$ cat src/rtl/rv32im_bus_arbiter_pkg.sv
// Shared constants for the rv32im N-master Wishbone arbiter:
// arbitration modes, FSM state encoding and bus width helpers.
package rv32im_bus_pkg;

    localparam int ARB_FIXED = 0;
    localparam int ARB_RR    = 1;

    localparam logic [0:0] ST_IDLE  = 1'b0;
    localparam logic [0:0] ST_OWNED = 1'b1;

    localparam int DEF_XLEN = 32;
    localparam int ADR_W    = DEF_XLEN - 2;   // word addressed
    localparam int SEL_W    = DEF_XLEN / 8;

    // Width helpers for non-default XLEN builds
    function automatic int adr_w(input int xlen);
        return xlen - 2;
    endfunction

    function automatic int sel_w(input int xlen);
        return xlen / 8;
    endfunction

endpackage

$ cat src/rtl/rv32im_bus_arbiter_if.sv
// Bundle of the master-side and system-bus-side Wishbone signals around
// the arbiter. Master slices are flattened: master k occupies slice k.
interface rv32im_bus_arbiter_if
    import rv32im_bus_pkg::*;
#(
    parameter int XLEN        = DEF_XLEN,
    parameter int NUM_MASTERS = 3
);
    localparam int AW = adr_w(XLEN);
    localparam int SW = sel_w(XLEN);
    localparam int IW = $clog2(NUM_MASTERS);

    logic [NUM_MASTERS-1:0]      req_i;
    logic [NUM_MASTERS-1:0]      grant_o;
    logic [NUM_MASTERS*AW-1:0]   m_adr_i;
    logic [NUM_MASTERS*XLEN-1:0] m_dat_i;
    logic [NUM_MASTERS*SW-1:0]   m_sel_i;
    logic [NUM_MASTERS-1:0]      m_cyc_i;
    logic [NUM_MASTERS-1:0]      m_stb_i;
    logic [NUM_MASTERS-1:0]      m_we_i;
    logic [XLEN-1:0]             m_dat_o;
    logic [NUM_MASTERS-1:0]      m_ack_o;
    logic [NUM_MASTERS-1:0]      m_err_o;
    logic [AW-1:0]               s_adr_o;
    logic [XLEN-1:0]             s_dat_o;
    logic [SW-1:0]               s_sel_o;
    logic                        s_cyc_o;
    logic                        s_stb_o;
    logic                        s_we_o;
    logic [XLEN-1:0]             s_dat_i;
    logic                        s_ack_i;
    logic                        s_err_i;
    logic [IW-1:0]               owner_o;
    logic                        busy_o;

    // Arbiter view: sees every master and the slave, drives the muxed results
    modport arb (
        input  req_i, m_adr_i, m_dat_i, m_sel_i, m_cyc_i, m_stb_i, m_we_i,
        input  s_dat_i, s_ack_i, s_err_i,
        output grant_o, m_dat_o, m_ack_o, m_err_o,
        output s_adr_o, s_dat_o, s_sel_o, s_cyc_o, s_stb_o, s_we_o,
        output owner_o, busy_o
    );

    // Requester side
    modport master (
        output req_i, m_adr_i, m_dat_i, m_sel_i, m_cyc_i, m_stb_i, m_we_i,
        input  grant_o, m_dat_o, m_ack_o, m_err_o, owner_o, busy_o
    );

    // System bus slave side
    modport slave (
        input  s_adr_o, s_dat_o, s_sel_o, s_cyc_o, s_stb_o, s_we_o,
        output s_dat_i, s_ack_i, s_err_i
    );

endinterface

$ cat src/rtl/rv32im_bus_arbiter_rr_picker.sv
// Combinational winner picker: first set request at or after ptr,
// searching upward and wrapping. With ptr tied to 0 it is fixed priority.
module rv32im_rr_picker #(
    parameter int NUM_MASTERS = 3,
    parameter int IW          = $clog2(NUM_MASTERS)
) (
    input  logic [NUM_MASTERS-1:0] req,
    input  logic [IW-1:0]          ptr,
    output logic [NUM_MASTERS-1:0] win_oh,
    output logic [IW-1:0]          win_idx,
    output logic                   win_any
);

    logic [2*NUM_MASTERS-1:0] dbl;
    logic [NUM_MASTERS-1:0]   rot;
    logic [IW-1:0]            pos;
    logic [IW:0]              sum;

    // Rotate so ptr lands at bit 0, take lowest set bit, rotate index back
    always_comb begin
        dbl     = {req, req} >> ptr;
        rot     = dbl[NUM_MASTERS-1:0];
        win_any = |req;
        pos     = '0;
        for (int k = NUM_MASTERS - 1; k >= 0; k--) begin
            if (rot[k]) pos = IW'(k);
        end
        sum = {1'b0, ptr} + {1'b0, pos};
        if (sum >= (IW+1)'(NUM_MASTERS)) sum = sum - (IW+1)'(NUM_MASTERS);
        win_idx = sum[IW-1:0];
        win_oh  = '0;
        for (int k = 0; k < NUM_MASTERS; k++) begin
            win_oh[k] = win_any && (win_idx == IW'(k));
        end
    end

endmodule

$ cat src/rtl/rv32im_bus_arbiter.sv
// N-master Wishbone classic arbiter and bus mux for the rv32im core family.
// Fixed-priority or round-robin; the owner keeps the bus until it drops
// both req and cyc, and a dead IDLE cycle always separates owners.
// Optional bus watchdog: define RV32IM_ARB_WATCHDOG_EN to add a stall
// counter that errors and force-releases a hung transfer (adds timeout_o).
module rv32im_bus_arbiter
    import rv32im_bus_pkg::*;
#(
    parameter int XLEN           = DEF_XLEN,
    parameter int NUM_MASTERS    = 3,
    parameter int ARB_MODE       = ARB_FIXED,
    parameter int TIMEOUT_CYCLES = 255
) (
    input  logic                clk_i,
    input  logic                reset_i,
    rv32im_bus_arbiter_if.arb   bus
`ifdef RV32IM_ARB_WATCHDOG_EN
    ,
    output logic                timeout_o
`endif
);

    localparam int NM = NUM_MASTERS;
    localparam int AW = adr_w(XLEN);
    localparam int SW = sel_w(XLEN);
    localparam int IW = $clog2(NUM_MASTERS);

    logic [0:0]    state_q, state_d;
    logic [NM-1:0] grant_q, grant_d;
    logic [IW-1:0] owner_q, owner_d;
    logic [IW-1:0] rr_ptr_q, rr_ptr_d;

    logic [IW-1:0] pick_ptr, win_idx, owner_next;
    logic [NM-1:0] win_oh;
    logic          win_any, busy, owner_rel, wd_fire;

    logic [AW-1:0]   s_adr;
    logic [XLEN-1:0] s_dat;
    logic [SW-1:0]   s_sel;
    logic            s_cyc, s_stb, s_we;

    assign busy = (state_q == ST_OWNED);

    // Fixed mode always searches from master 0
    assign pick_ptr = (ARB_MODE == ARB_RR) ? rr_ptr_q : '0;

    rv32im_rr_picker #(
        .NUM_MASTERS (NM),
        .IW          (IW)
    ) u_picker (
        .req     (bus.req_i),
        .ptr     (pick_ptr),
        .win_oh  (win_oh),
        .win_idx (win_idx),
        .win_any (win_any)
    );

    // Owner gives up the bus only once both its req and cyc are low
    always_comb begin
        owner_rel  = ~bus.req_i[owner_q] & ~bus.m_cyc_i[owner_q];
        owner_next = (owner_q == IW'(NM - 1)) ? '0 : owner_q + 1'b1;
    end

    // Route the owner's request slice onto the system bus; quiet when idle
    always_comb begin
        s_adr = '0;
        s_dat = '0;
        s_sel = '0;
        s_cyc = 1'b0;
        s_stb = 1'b0;
        s_we  = 1'b0;
        if (busy) begin
            s_adr = bus.m_adr_i[owner_q*AW +: AW];
            s_dat = bus.m_dat_i[owner_q*XLEN +: XLEN];
            s_sel = bus.m_sel_i[owner_q*SW +: SW];
            s_cyc = bus.m_cyc_i[owner_q];
            s_stb = bus.m_stb_i[owner_q];
            s_we  = bus.m_we_i[owner_q];
        end
    end

`ifdef RV32IM_ARB_WATCHDOG_EN
    localparam int CW = $clog2(TIMEOUT_CYCLES + 1);

    logic [CW-1:0] wd_cnt_q, wd_cnt_d;
    logic          wd_stall;

    // Count consecutive stalled strobes; fire on the TIMEOUT_CYCLES-th one
    always_comb begin
        wd_stall = busy & s_stb & ~bus.s_ack_i & ~bus.s_err_i;
        wd_fire  = wd_stall && (wd_cnt_q == CW'(TIMEOUT_CYCLES - 1));
        wd_cnt_d = (wd_stall && !wd_fire) ? wd_cnt_q + 1'b1 : '0;
    end

    // Watchdog counter register
    always_ff @(posedge clk_i) begin
        if (!reset_i) wd_cnt_q <= '0;
        else          wd_cnt_q <= wd_cnt_d;
    end

    assign timeout_o = wd_fire;
`else
    assign wd_fire = 1'b0;
`endif

    // IDLE grants the picker winner; OWNED holds until release or timeout
    always_comb begin
        state_d  = state_q;
        grant_d  = grant_q;
        owner_d  = owner_q;
        rr_ptr_d = rr_ptr_q;
        case (state_q)
            ST_IDLE: begin
                if (win_any) begin
                    state_d = ST_OWNED;
                    grant_d = win_oh;
                    owner_d = win_idx;
                end
            end
            default: begin
                if (owner_rel || wd_fire) begin
                    state_d = ST_IDLE;
                    grant_d = '0;
                    if (ARB_MODE == ARB_RR) rr_ptr_d = owner_next;
                end
            end
        endcase
    end

    // Arbiter state registers; reset abandons any transfer in flight
    always_ff @(posedge clk_i) begin
        if (!reset_i) begin
            state_q  <= ST_IDLE;
            grant_q  <= '0;
            owner_q  <= '0;
            rr_ptr_q <= '0;
        end else begin
            state_q  <= state_d;
            grant_q  <= grant_d;
            owner_q  <= owner_d;
            rr_ptr_q <= rr_ptr_d;
        end
    end

    assign bus.grant_o = grant_q;
    assign bus.owner_o = owner_q;
    assign bus.busy_o  = busy;
    assign bus.s_adr_o = s_adr;
    assign bus.s_dat_o = s_dat;
    assign bus.s_sel_o = s_sel;
    assign bus.s_cyc_o = s_cyc;
    assign bus.s_stb_o = s_stb;
    assign bus.s_we_o  = s_we;
    assign bus.m_dat_o = bus.s_dat_i;
    // grant_q is one-hot on the owner while busy and zero otherwise
    assign bus.m_ack_o = grant_q & {NM{bus.s_ack_i & busy}};
    assign bus.m_err_o = grant_q & {NM{(bus.s_err_i & busy) | wd_fire}};

endmodule

$ cat src/flat_wrapper.sv
// flat-port wrapper written by rule: the top's interface ports become plain ports
module rv32im_bus_arbiter_flat import rv32im_bus_pkg::*;
#(
    parameter int XLEN           = DEF_XLEN,
    parameter int NUM_MASTERS    = 3,
    parameter int ARB_MODE       = ARB_FIXED,
    parameter int TIMEOUT_CYCLES = 255
)
  (clk_i, reset_i, bus_req_i, bus_m_adr_i, bus_m_dat_i, bus_m_sel_i, bus_m_cyc_i, bus_m_stb_i, bus_m_we_i, bus_s_dat_i, bus_s_ack_i, bus_s_err_i, bus_grant_o, bus_m_dat_o, bus_m_ack_o, bus_m_err_o, bus_s_adr_o, bus_s_dat_o, bus_s_sel_o, bus_s_cyc_o, bus_s_stb_o, bus_s_we_o, bus_owner_o, bus_busy_o);
  rv32im_bus_arbiter_if #(.XLEN(XLEN), .NUM_MASTERS(NUM_MASTERS)) bus_i ();
  input  logic clk_i;
  input  logic reset_i;
  input wire logic [$bits(bus_i.req_i)-1:0] bus_req_i;
  input wire logic [$bits(bus_i.m_adr_i)-1:0] bus_m_adr_i;
  input wire logic [$bits(bus_i.m_dat_i)-1:0] bus_m_dat_i;
  input wire logic [$bits(bus_i.m_sel_i)-1:0] bus_m_sel_i;
  input wire logic [$bits(bus_i.m_cyc_i)-1:0] bus_m_cyc_i;
  input wire logic [$bits(bus_i.m_stb_i)-1:0] bus_m_stb_i;
  input wire logic [$bits(bus_i.m_we_i)-1:0] bus_m_we_i;
  input wire logic [$bits(bus_i.s_dat_i)-1:0] bus_s_dat_i;
  input wire logic [$bits(bus_i.s_ack_i)-1:0] bus_s_ack_i;
  input wire logic [$bits(bus_i.s_err_i)-1:0] bus_s_err_i;
  output wire logic [$bits(bus_i.grant_o)-1:0] bus_grant_o;
  output wire logic [$bits(bus_i.m_dat_o)-1:0] bus_m_dat_o;
  output wire logic [$bits(bus_i.m_ack_o)-1:0] bus_m_ack_o;
  output wire logic [$bits(bus_i.m_err_o)-1:0] bus_m_err_o;
  output wire logic [$bits(bus_i.s_adr_o)-1:0] bus_s_adr_o;
  output wire logic [$bits(bus_i.s_dat_o)-1:0] bus_s_dat_o;
  output wire logic [$bits(bus_i.s_sel_o)-1:0] bus_s_sel_o;
  output wire logic [$bits(bus_i.s_cyc_o)-1:0] bus_s_cyc_o;
  output wire logic [$bits(bus_i.s_stb_o)-1:0] bus_s_stb_o;
  output wire logic [$bits(bus_i.s_we_o)-1:0] bus_s_we_o;
  output wire logic [$bits(bus_i.owner_o)-1:0] bus_owner_o;
  output wire logic [$bits(bus_i.busy_o)-1:0] bus_busy_o;
  assign bus_i.req_i = bus_req_i;
  assign bus_i.m_adr_i = bus_m_adr_i;
  assign bus_i.m_dat_i = bus_m_dat_i;
  assign bus_i.m_sel_i = bus_m_sel_i;
  assign bus_i.m_cyc_i = bus_m_cyc_i;
  assign bus_i.m_stb_i = bus_m_stb_i;
  assign bus_i.m_we_i = bus_m_we_i;
  assign bus_i.s_dat_i = bus_s_dat_i;
  assign bus_i.s_ack_i = bus_s_ack_i;
  assign bus_i.s_err_i = bus_s_err_i;
  assign bus_grant_o = bus_i.grant_o;
  assign bus_m_dat_o = bus_i.m_dat_o;
  assign bus_m_ack_o = bus_i.m_ack_o;
  assign bus_m_err_o = bus_i.m_err_o;
  assign bus_s_adr_o = bus_i.s_adr_o;
  assign bus_s_dat_o = bus_i.s_dat_o;
  assign bus_s_sel_o = bus_i.s_sel_o;
  assign bus_s_cyc_o = bus_i.s_cyc_o;
  assign bus_s_stb_o = bus_i.s_stb_o;
  assign bus_s_we_o = bus_i.s_we_o;
  assign bus_owner_o = bus_i.owner_o;
  assign bus_busy_o = bus_i.busy_o;
  rv32im_bus_arbiter #(.XLEN(XLEN), .NUM_MASTERS(NUM_MASTERS), .ARB_MODE(ARB_MODE), .TIMEOUT_CYCLES(TIMEOUT_CYCLES)) u_core (.clk_i(clk_i), .reset_i(reset_i), .bus(bus_i));
endmodule
$ cat config.mk
export PLATFORM = sky130hd
export DESIGN_NAME = rv32im_bus_arbiter_flat
export DESIGN_NICKNAME = d
export VERILOG_FILES = /design/src/rtl/rv32im_bus_arbiter_pkg.sv /design/src/rtl/rv32im_bus_arbiter_if.sv /design/src/rtl/rv32im_bus_arbiter_rr_picker.sv /design/src/rtl/rv32im_bus_arbiter.sv /design/src/flat_wrapper.sv
export SDC_FILE = /design/constraint.sdc
export NUM_CORES = 1
export LEC_CHECK = 0
export ABC_CLOCK_PERIOD_IN_PS = 6500
export CAP_MARGIN = 5
export CORE_AREA = 2 2 141 143
export DETAILED_ROUTE_END_ITERATION = 8
export DIE_AREA = 0 0 143 145
export PLACE_DENSITY_LB_ADDON = 0.1
export SLEW_MARGIN = 20
export SYNTH_ARGS = -nofsm -noshare
export SYNTH_HDL_FRONTEND = slang
export SYNTH_HIERARCHICAL = 1
export SYNTH_SLANG_ARGS = --single-unit
export TNS_END_PERCENT = 1
$ cat constraint.sdc
create_clock -name clk_i -period 6.5 [get_ports clk_i]
set_input_delay 1.3 -clock clk_i [delete_from_list [all_inputs] [get_ports clk_i]]
set_output_delay 1.3 -clock clk_i [all_outputs]
set_load 0.02 [all_outputs]
== Word-level counts from Yosys, hierarchy flattened ==
Cells that the tools add are included.
Operators by class
  add/sub/neg operators: 1
  multipliers: 1
  magnitude comparators: 2
  equality and inequality tests: 3
  shift-type cells: 3
  mux-type cells: 24
  bitwise logic cells: 8
  reductions and logical operators: 8
Operators with widths (number)
  96-bit by 8-bit variable part select with 32-bit output: 1
  90-bit by 8-bit variable part select with 30-bit output: 1
  32-bit two-way mux: 1
  30-bit two-way mux: 1
  12-bit by 5-bit variable part select with 4-bit output: 1
  1-bit two-way mux: 10
  3-bit two-way mux: 3
  1-bit binary-select mux with 2-bit select: 4
  2-bit two-way mux: 4
  3-bit bitwise AND: 2
  2-bit by 4-bit multiplier with 6-bit output (second input constant): 1
  4-bit two-way mux: 1
  2-bit AND reduction: 2
  1-bit bitwise AND: 3
  1-bit logical AND: 3
  2-bit by 3-bit less-than comparator with 1-bit output (second input constant): 1
  1-bit NOT: 3
  3-bit OR reduction: 1
  2-bit by 1-bit == test with 1-bit output (second input constant): 1
  2-bit == test (second input constant): 1
  2-bit >= comparator (second input constant): 1
  2-bit zero test: 1
  2-bit inequality test (second input constant): 1
  2-bit nonzero test: 1
  2-bit subtractor (second input constant): 1
Word-level totals
  bits in registers: 6
  output and inout port bits: 113
  word-level logic and storage cells: 53

== Logic depth before layout (Yosys ltp) ==
  depth after elaboration: 9
  depth in mapped cells: 14
  gate-level depth less buffers: 14

== Hierarchy ==
Netlist, hierarchy kept.
Modules (own cells, without submodules)
  rv32im_bus_arbiter: instances 1, cells an instance 376, area each 2274.7 µm²
  rv32im_rr_picker: instances 1, cells an instance 26, area each 242.7 µm²

== Least setup slack after synthesis ==
OpenSTA, ideal clock, no wires.
  path type: input-to-reg
  start: in bus_req_i[1]
  end: reg u_core.grant_q[1], in the netlist u_core/bus.grant_o[1]
  data arrival time: 3.067 ns
  required time: 6.431 ns
  path slack: 3.364 ns
  stages on the path: 9
  path through: nor2b_1 a221o_1 ha_1 ha_1 nor2b_4 mux2i_4 and3_1 nand3_1 o21ai_1
Between the ends
  word-level cells in the longest chain between the ends: 8
  elaborated cells between the ends (all ways): 17
  those cells by class: 1 x add/sub; 1 x order compare; 2 x eq/ne; 7 x mux; 2 x bitwise; 4 x reduce/logical
Ends and longest elaborated chain
  start, declared: line flat_wrapper.sv:13  | input wire logic [$bits(bus_i.req_i)-1:0] bus_req_i;
  2-bit two-way mux (*) (2 in a row): line rv32im_bus_arbiter_rr_picker.sv:26  | if (rot[k]) pos = IW'(k);
  2-bit subtractor / 2-bit >= comparator (equally long branches): line rv32im_bus_arbiter_rr_picker.sv:29  | if (sum >= (IW+1)'(NUM_MASTERS)) sum = sum - (IW+1)'(NUM_MASTERS);
  2-bit two-way mux (*): line rv32im_bus_arbiter_rr_picker.sv:29
  net u_core.win_idx[0]: line rv32im_bus_arbiter.sv:33  | logic [IW-1:0] pick_ptr, win_idx, owner_next;
  2-bit by 1-bit == test with 1-bit output (*): line rv32im_bus_arbiter_rr_picker.sv:33  | win_oh[k] = win_any && (win_idx == IW'(k));
  1-bit logical AND (*): line rv32im_bus_arbiter_rr_picker.sv:33
  net u_core.win_oh[1]: line rv32im_bus_arbiter.sv:34  | logic [NM-1:0] win_oh;
  3-bit two-way mux (*): line rv32im_bus_arbiter.sv:114  | if (win_any) begin
  3-bit two-way mux (*): line rv32im_bus_arbiter.sv:112  | case (state_q)
  end signal, assigned: line rv32im_bus_arbiter.sv:139  | grant_q <= grant_d;
  end, declared: line rv32im_bus_arbiter.sv:29  | logic [NM-1:0] grant_q, grant_d;
The timed path passes the listed nets; every way through them passes the cells marked *. The select of a mux whose other input is x is not followed.
A chain may end at the register's enable or synchronous reset.

== Worst setup path in the final report ==
  start: reg u_core.owner_q[1], in the netlist u_core/bus.owner_o[1]
  end: out bus_s_dat_o[22]
Between the ends
  word-level cells in the longest chain between the ends: 2
Ends and longest elaborated chain
  start, declared: line rv32im_bus_arbiter.sv:30  | logic [IW-1:0] owner_q, owner_d;
  start signal, assigned: line rv32im_bus_arbiter.sv:140  | owner_q <= owner_d;
  96-bit by 8-bit variable part select with 32-bit output: line rv32im_bus_arbiter.sv:74  | s_dat = bus.m_dat_i[owner_q*XLEN +: XLEN];
  32-bit two-way mux: line rv32im_bus_arbiter.sv:72  | if (busy) begin
  end, declared: line flat_wrapper.sv:28  | output wire logic [$bits(bus_i.s_dat_o)-1:0] bus_s_dat_o;
Every way passes these cells.

==> impl_results.rst <==
.. list-table::
   :header-rows: 1

   * - Metric
     - Value
   * - Max-cap violation count
     - 0
   * - Leading post-synthesis cells by cell area
     - mux2i_1 28%, nor2_1 21%, a21oi_1 14%
   * - # port buffers
     - 294
   * - Worst relative slew slack
     - 0.440
   * - Post-synthesis async set-or-reset flop share
     - 0
   * - Initial cell density of the core
     - 0.131
   * - Average routed wire per standard cell
     - 15.2 um
   * - Maximum count of clock buffers along a single path
     - 2
   * - Antenna viol nets, final
     - 0
   * - GRT Residual Overflow
     - 0
   * - Inserted Clock Buffers
     - 3
   * - Number of antenna violations at the first check in global routing
     - 0
   * - Root buffer cell
     - clkbuf_16
   * - Resize count post-CTS
     - 0
   * - Cells traversed along the worst timing path
     - nor2b_4, buf_4, a21oi_1, nor2_1, clkdlybuf4s50_1
   * - Number of H-tree levels
     - 1
   * - # hold bufs at CTS
     - 0
   * - Result of the run
     - finished, final reports clean
   * - Netlist area before placement
     - 0.00252 mm^2
   * - Number of global-route vias before repair
     - 3713
   * - Signed area change from the synthesized netlist to the final layout
     - 120%
   * - Core occupancy in the finished layout
     - 0.288
   * - TritonCTS clock tree
     - yes
   * - Final critical-path share of the clock period
     - 0.666
   * - DR vias/cell
     - 4.00
   * - Fraction of layout instances using a drive strength above 1
     - 0.0309
   * - Final RePlAce weighted congestion
     - 0.760
   * - Slew Viols, Final
     - 0
   * - Required time of the critical path
     - 5.20 ns
   * - Cell with the most instances after synthesis
     - nor2_1
   * - Chip Height
     - 145 um
   * - Top cell type's share of synthesized area
     - 0.278
   * - Worst-path clk slew
     - 0.04 ns
   * - Total wire length
     - 13900 um
   * - Number of flip-flops and latches in the synthesized netlist
     - 6
   * - Wire length of the first global-routing pass
     - 20400 um
   * - Number of clock sinks seen by CTS
     - 6
   * - Worst setup path category
     - reg2out
   * - Capturing element type of the critical path
     - primary output
   * - Hold Vio Cnt, Final
     - 0
   * - Setup repair after global routing missed its margin
     - false
   * - Count of inserted antenna diode cells
     - 0
   * - Syn_area_per_cell
     - 6.26 um^2
   * - Rows
     - 51
   * - Share of synthesized area occupied by flip-flops and latches
     - 0.0477
   * - PwrDens
     - 145 mW/mm^2
   * - Final number of setup-violating endpoints
     - 0
   * - Final sum of negative setup slack
     - 0 ns
   * - Fillers
     - 2108
   * - Highest ir drop seen on vdd
     - 0.105 mV
   * - Insertion delay to the later sink of the worst-skew pair
     - 0.23 ns
   * - Leakage Power
     - 2.03 nW
   * - Worst endpoint data arrival time
     - 3.03 ns
   * - Floorplan die area
     - 0.0207 mm^2
   * - First-pass iteration count of the detailed router
     - 4
   * - Count of routing violations after the opening detailed-route iteration
     - 122
   * - Worst-margin pin slew
     - 0.840 ns
   * - Pin count of the biggest net entering global routing
     - 73
   * - Vias
     - 3656
   * - Post-synth top area cell
     - mux2i_1
   * - Most instantiated flip-flop cell in the synthesis netlist
     - dfxtp_1
   * - Worst Setup Start Kind
     - flop
   * - Critical path's slowest cell
     - nor2b_4
   * - Slowest Stage Delay on Critical Path
     - 0.73 ns
   * - Minimum period implied by the final worst setup slack
     - 4.33 ns
   * - Count of flip-flops with a built-in enable after synthesis
     - 0
   * - Setup fix buffers added after clock tree synthesis
     - 0
   * - Chip width
     - 143 um
   * - Boundary pin count
     - 359
   * - Largest fanout on the critical path
     - 41
   * - Post-Syn Instances
     - 402
   * - Remaining routing DRC violations
     - 0
   * - Core area
     - 0.0192 mm^2
   * - Highest achievable clock rate
     - 0.231 GHz
   * - Layout Nets
     - 898
   * - Synth unique cells
     - 33
   * - Commonest cells in the netlist
     - 138 x nor2_1, 70 x mux2i_1, 68 x a21oi_1, 35 x buf_4, 18 x clkbuf_1
   * - Yosys warnings
     - 6
   * - Sum of net half-perimeters after detailed placement
     - 10800 um
   * - Total track usage
     - 0.124
   * - HP Class
     - reg2reg
   * - Clock skew after layout
     - 0.00595 ns
[flip-flops by register name, summed over array words and instances (netlist names)]
name                cells
u_core/bus.grant_o      3
u_core/bus.owner_o      2
u_core/bus.busy_o       1
[power breakdown]
part,internal (mW),switching (mW)
registers,0.0426,0.0228
logic,0.333,0.302
clock network,0.0814,0.0212
total,0.457,0.346
[worst paths after layout]
path	endpoint	from	cells past startpoint	slack (ns)
worst max-delay path	bus_s_dat_o[22]	u_core/bus.owner_o[1]$_SDFFE_PN0P_	5	2.17
worst min-delay path	u_core/bus.grant_o[1]$_SDFFE_PN0P_	u_core/bus.grant_o[1]$_SDFFE_PN0P_	2	0.51
worst max register to register	u_core/bus.grant_o[1]$_SDFFE_PN0P_	u_core/bus.owner_o[1]$_SDFFE_PN0P_	4	4.49
worst min register to register	u_core/bus.grant_o[1]$_SDFFE_PN0P_	u_core/bus.grant_o[1]$_SDFFE_PN0P_	2	0.51
[cell families (layout without fill, tap and decap cells)]
logic type / after synthesis / count (layout) / share of synthesized area
buffers and inverters: 71 / 309 / 0.168
adders and majority gates: 3 / 3 / 0.0179
DFF: 6 / 6 / 0.0477
other: 1 / 9 / 0.00149
muxes: 71 / 71 / 0.287
and+or+nand+nor: 169 / 169 / 0.289
AOI/OAI and AO/OA: 80 / 80 / 0.184
xor gates and xnor gates: 1 / 1 / 0.00348
[cells in the final DEF, fill, tap and decap left out, types with 2 or more instances in the layout]
cell	instances
and4bb_1	2
nor2_1	138
nor3_2	3
o2bb2ai_2	2
a21boi_0	2
and3_1	7
nor2b_1	2
buf_4	4
dfxtp_1	4
clkbuf_16	3
ha_1	2
nor2b_4	2
nand2_1	6
inv_1	6
o21ai_1	3
mux2i_1	70
a21oi_1	68
nand3_1	6
clkdlybuf4s50_1	294
conb_1	9
[worst max-delay path, delay by kind of cell (launching register included)]
family	cells	cell delay [ns]
AOI/OAI and AO/OA	1	0.15
and+or+nand+nor	2	0.86
DFF	1	0.52
buffers and inverters	2	1.22
[layer usage]
metal,GRT usage,up-vias,routed length [um]
met4,0.0312,0,291
met2,0.238,175,7260
met5,0,-,0
met1,0.133,1658,5110
met3,0.0281,16,1240
li1,-,1807,-
[per-stage QoR]
| step | instance area, um^2 | setup slack (ns) | total power [mW] | hold WS, ns | std cells |
|---|---|---|---|---|---|
| 6_report | 5540 | 2.17 | 0.804 | 0.505 | 913 |
| 4_1_cts | 5540 | 2.07 | 0.817 | 0.512 | 913 |
| 3_3_place_gp | 5460 | 2.30 | 0.707 | 0.506 | 909 |
| 5_1_grt | 5540 | 1.92 | 0.867 | 0.552 | 913 |
| 3_5_place_dp | 5460 | 2.31 | 0.709 | 0.505 | 909 |
| 2_1_floorplan | 2550 | 3.36 | 0.425 | 0.555 | 410 |
[cell type report]
class / instances / area, um^2 / area share
clock buffers: 4 / 78.8 / 0.0142
inverters: 7 / 26.3 / 0.00474
multi-input cells: 333 / 2000 / 0.362
flip-flops and latches: 6 / 125 / 0.0226
well taps: 265 / 332 / 0.0599
repair buffers: 298 / 2970 / 0.537
(Power assumes the default switching activity.)
